`config.mk`:
```
export PLATFORM = sky130hd
export DESIGN_NAME = universal_shift_reg
export DESIGN_NICKNAME = d
export VERILOG_FILES = /design/src/rtl/universal_shift_reg.sv
export SDC_FILE = /design/constraint.sdc
export NUM_CORES = 1
export LEC_CHECK = 0
export BUFFER_PORTS_ARGS = -buffer_cell sky130_fd_sc_hd__buf_4
export CAP_MARGIN = 25
export CORE_ASPECT_RATIO = 1.2
export CORE_MARGIN = 10
export CORE_UTILIZATION = 48
export DETAILED_ROUTE_END_ITERATION = 12
export PLACE_DENSITY = 0.84
export SYNTH_ARGS = -nofsm -noshare
export SYNTH_HDL_FRONTEND = slang
export SYNTH_SLANG_ARGS = --single-unit
```
`constraint.sdc`:
```
create_clock -name clk -period 1.7 [get_ports clk]
set_input_delay 0.17 -clock clk [delete_from_list [all_inputs] [get_ports clk]]
set_output_delay 0.17 -clock clk [all_outputs]
set_load 0.005 [all_outputs]
```
`src/rtl/universal_shift_reg.sv`:
```
// Universal WIDTH-bit shift register with complement output, seven data modes and
// an autonomous N-shift burst sequencer. Optional parity output via SHREG_PARITY_EN.
module universal_shift_reg #(
    parameter int               WIDTH     = 8,
    parameter logic [WIDTH-1:0] RESET_VAL = '0,
    parameter int               CNT_W     = 4
) (
    input  logic             clk,
    input  logic             reset,
    input  logic             en,
    input  logic [2:0]       mode,
    input  logic [WIDTH-1:0] d,
    input  logic             sin,
    input  logic             start,
    input  logic [CNT_W-1:0] count,
    output logic [WIDTH-1:0] q,
    output logic [WIDTH-1:0] q_n,
    output logic             sout,
    output logic             busy,
    output logic             done
`ifdef SHREG_PARITY_EN
    ,
    output logic             parity
`endif
);

    typedef enum logic [2:0] {
        MODE_HOLD  = 3'b000,
        MODE_LOAD  = 3'b001,
        MODE_SHL   = 3'b010,
        MODE_SHR   = 3'b011,
        MODE_ROTL  = 3'b100,
        MODE_ROTR  = 3'b101,
        MODE_ASR   = 3'b110,
        MODE_CLEAR = 3'b111
    } mode_e;

    typedef enum logic {
        ST_IDLE,
        ST_RUN
    } state_e;

    typedef struct packed {
        logic [WIDTH-1:0] data;
        logic             sout;
    } op_res_t;

    state_e           state_q, state_d;
    mode_e            mode_lat_q, mode_lat_d;
    logic [CNT_W-1:0] cnt_q, cnt_d;
    logic [WIDTH-1:0] data_q, data_d;
    logic [WIDTH-1:0] qn_q;
    logic             sout_q, sout_d;
    logic             done_q, done_d;
    logic             accept;
    op_res_t          op_res;

    // sout only moves on shift/rotate modes; every other mode returns the old value.
    function automatic op_res_t apply_op(mode_e m, logic [WIDTH-1:0] cur,
                                         logic s_in, logic s_out);
        op_res_t r;
        r.data = cur;
        r.sout = s_out;
        case (m)
            MODE_LOAD:  r.data = d;
            MODE_SHL:   begin r.data = {cur[WIDTH-2:0], s_in};      r.sout = cur[WIDTH-1]; end
            MODE_SHR:   begin r.data = {s_in, cur[WIDTH-1:1]};      r.sout = cur[0];       end
            MODE_ROTL:  begin r.data = {cur[WIDTH-2:0], cur[WIDTH-1]}; r.sout = cur[WIDTH-1]; end
            MODE_ROTR:  begin r.data = {cur[0], cur[WIDTH-1:1]};    r.sout = cur[0];       end
            MODE_ASR:   begin r.data = {cur[WIDTH-1], cur[WIDTH-1:1]}; r.sout = cur[0];    end
            MODE_CLEAR: r.data = RESET_VAL;
            default:    r.data = cur;
        endcase
        return r;
    endfunction

    assign accept = (state_q == ST_IDLE) && start && (count != '0) &&
                    (mode inside {MODE_SHL, MODE_SHR, MODE_ROTL, MODE_ROTR, MODE_ASR});

    always_comb begin
        // NOTE: every combinational output gets a default first so no latch is inferred.
        state_d    = state_q;
        mode_lat_d = mode_lat_q;
        cnt_d      = cnt_q;
        data_d     = data_q;
        sout_d     = sout_q;
        done_d     = 1'b0;
        op_res     = '{data: data_q, sout: sout_q};

        unique case (state_q)
            ST_IDLE: begin
                if (accept) begin
                    state_d    = ST_RUN;
                    mode_lat_d = mode_e'(mode);
                    cnt_d      = count;
                end else if (en) begin
                    op_res = apply_op(mode_e'(mode), data_q, sin, sout_q);
                    data_d = op_res.data;
                    sout_d = op_res.sout;
                end
            end
            ST_RUN: begin
                if (en) begin
                    op_res = apply_op(mode_lat_q, data_q, sin, sout_q);
                    data_d = op_res.data;
                    sout_d = op_res.sout;
                    cnt_d  = cnt_q - 1'b1;
                    if (cnt_q == 1) begin
                        state_d = ST_IDLE;
                        done_d  = 1'b1;
                    end
                end
            end
            default: state_d = ST_IDLE;
        endcase
    end

    // NOTE: registers update with non-blocking assignments so all flops sample together.
    always_ff @(posedge clk) begin
        if (reset) begin
            state_q    <= ST_IDLE;
            mode_lat_q <= MODE_HOLD;
            cnt_q      <= '0;
            data_q     <= RESET_VAL;
            qn_q       <= ~RESET_VAL;
            sout_q     <= 1'b0;
            done_q     <= 1'b0;
        end else begin
            state_q    <= state_d;
            mode_lat_q <= mode_lat_d;
            cnt_q      <= cnt_d;
            data_q     <= data_d;
            qn_q       <= ~data_d;
            sout_q     <= sout_d;
            done_q     <= done_d;
        end
    end

    assign q    = data_q;
    assign q_n  = qn_q;
    assign sout = sout_q;
    assign busy = (state_q == ST_RUN);
    assign done = done_q;

`ifdef SHREG_PARITY_EN
    logic parity_q;

    always_ff @(posedge clk) begin
        if (reset) parity_q <= ^RESET_VAL;
        else       parity_q <= ^data_d;
    end

    assign parity = parity_q;
`endif

endmodule

```
==> out/qor.yml <==
fin_setup_tns_ns: -0.4146
clkTransAtPathRegs_ns: 0.09
ys_seq_area_frac: 0.2845
ant_nets: 0
portBuffers: 38
crit_start: "mode_lat_q[1]$_SDFFE_PP0P_"
vias: 2327
status: "finished with violations"
cp.required_ns: 1.87
setup_violations: 10
routed_via_density: 6.393
synthCells: 227
first_pass_iters: 7
power_density_nw_per_um2: 722.8
whs_ns: 0.2544
holdCritStartpoint: "reset"
worst_pin_slew_ns: 0.5453
grt_overflow: 0
skew_ns: 0.001923
violations: "negative setup slack"
cp_top_family: "simple AND/OR/NAND/NOR gates"
netlist_area_um2: 1829
critPathMaxFanout: 6
clock-sinks: 26
critPathArrivalTime_ns: 1.96
synthArstFlopShare: 0
dieArea_um2: 6691
fin_total_pwr_uw: 2101
startpoint_type: "flip-flop"
hold_viol: 0
antenna_found_initial: 0
drv_slew: 0
setup_ws_ns: -0.09036
track_usage: 0.1890
slew_headroom: 0.6343
rsz0062_at_grt: "true"
dpl_worst_slack_ns: -0.3699
synth_flop_cell: "dfxtp_1"
hp-class: "input port to flip-flop"
cp-endpoint: "q_n[0]$_SDFF_PP1_"
critical-path-max-stage-delay_ns: 0.54
area_growth_syn_to_layout_pct: 58.89
cts_made_buffers: 3
synth_warnings: 0
period_needed_ns: 1.790
drc: 0
crit_chain: "buf_6 -> or4bb_4 -> a31oi_4 -> a211oi_2 -> or3_1"
power_leakage_uw: 0.001166
cp-end-kind: "flip-flop"
initial_utilization: 0.4993
coreArea_um2: 3664
drt_iter0_markers: 297
ys_ff_latch: 26
peakVddDrop_mv: 0.5173
die_w_um: 76.36
crit_buf_inv: 1
num-nets-final: 335
ys_types: 45
syn_nets: 249
cap_violations: 0
clock_path_buffers: 2
insertion_delay_ns: 0.28
grt_pass1_wl_um: 10760
cts.htree.levels: 1
drt-total-wl_um: 7117
grt_pass1_vias: 2292
synth_edf_count: 0
crit_type: "flip-flop to flip-flop"
wl_per_cell_um: 19.55
grt_max_degree: 26
final_util: 0.7934
num_io_pins: 39
reg2regPathDepth: 5
syn_area_per_cell_um2: 8.058
dp_hpwl_um: 4525
cp.depth: 5
cp_slowest_cell: "or4bb_4"
diodes: 0
fmax_mhz: 558.5
worstReg2RegStart: "mode_lat_q[1]$_SDFFE_PP0P_"
cts_root_buffer: "clkbuf_8"
reg2reg_slack_ns: -0.09
r2r-end: "q_n[0]$_SDFF_PP1_"
final.period_utilization: 1.053
fp.dieH_um: 87.63
drive_gt1_frac: 0.4968
place.gp.congestion: 0.8956
cts_tree: "done"
row_count: 24
[placed cells by master, fill, tap and decap left out, drive strengths merged, types with 2 or more instances in the layout]
cell and instances:
a211o 2, a211oi 11, a21boi 2, a21oi 23, a22oi 10, a311oi 3
a31oi 3, and3b 2, buf 99, clkbuf 3, dfxtp 26, ha 2
inv 8, mux2 9, mux2i 10, nand2 18, nand3 4, nand3b 2
nand4b 2, nor2 16, nor3 11, nor3b 3, o211ai 2, o21ai 13
o2bb2ai 2, or3 9, xnor2 3
[stage by stage]
stage,cell area [µm²],std cells
floorplan,1854,227
global placement,2564,353
detailed placement,2564,353
CTS,2788,361
global route,2907,364
finish,2907,364
[kinds of logic after synthesis]
family | Yosys count | synth area share
AND/OR/NAND/NOR | 72 | 0.2086
XOR/XNOR | 4 | 0.01916
AO/OA/AOI/OAI | 77 | 0.2907
adder cells (fa/ha/maj) | 2 | 0.01368
multiplexers | 20 | 0.1224
buffers and inverters | 26 | 0.06088
flip-flops | 26 | 0.2845
[power breakdown]
| group | switching (µW) | total, µW | internal, µW |
|---|---|---|---|
| Combinational | 414 | 852 | 438 |
| Clock | 204 | 520 | 315 |
| Sequential | 63.5 | 730 | 666 |
[Yosys cell counts, drive strengths merged, types with 2 or more instances]
master   instances  share of area
a21boi           2          0.010
inv              8          0.016
clkbuf          10          0.021
mux2i           10          0.055
ha               2          0.014
nand2           18          0.037
and3b            2         0.0096
buf              8          0.024
o21ai           13          0.036
a211oi          11          0.059
o2bb2ai          2         0.0096
xnor2            3          0.014
mux2             9          0.055
nor2            16          0.033
nor3b            3          0.012
nand4b           2         0.0096
or3              9          0.031
nor3            11          0.030
dfxtp           26           0.28
o211ai           2         0.0082
a22oi           10          0.041
a21oi           23          0.063
a311oi           3          0.014
a211o            2         0.0096
nand3b           2         0.0082
nand3            4          0.011
a31oi            3          0.010
[final cells by class]
type / instances / area, µm²
Tap cell: 52 / 65.06
Inverter: 8 / 30.03
Fill cell: 231 / 757.0
Clock buffer: 3 / 41.29
Timing Repair Buffer: 99 / 822.0
Clock inverter: 1 / 30.03
Multi-Input combinational cell: 175 / 1390
Sequential cell: 26 / 528.0
[worst min-delay path by stage]
stage	end	slack (ns)	depth (start not counted)
finish	mode_lat_q[0]$_SDFFE_PP0P_	0.25	2
CTS	mode_lat_q[0]$_SDFFE_PP0P_	0.24	2
detailed placement	cnt_q[3]$_SDFFE_PP0P_	0.49	2
global placement	cnt_q[1]$_SDFFE_PP0P_	0.46	2
global route	cnt_q[3]$_SDFFE_PP0P_	0.27	2
floorplan	q_n[0]$_SDFF_PP1_	0.27	1
[routing by layer]
metal	wire length [µm]	track usage	vias to the layer above
met2	3494	0.3289	159
li1	-	-	1019
met4	340	0.1184	0
met5	0	0	-
met3	621	0.03484	35
met1	2660	0.2113	1114
[repair_timing]
item / 4_1_cts / 5_1_grt
pin swaps: 12 / 16
gates resized for setup: 29 / 22
setup buffers: 4 / 3
hold buffers: 0 / 0
endpoints found under the setup margin: 15 / 17
Note: power is estimated with default switching activity, not from simulation.
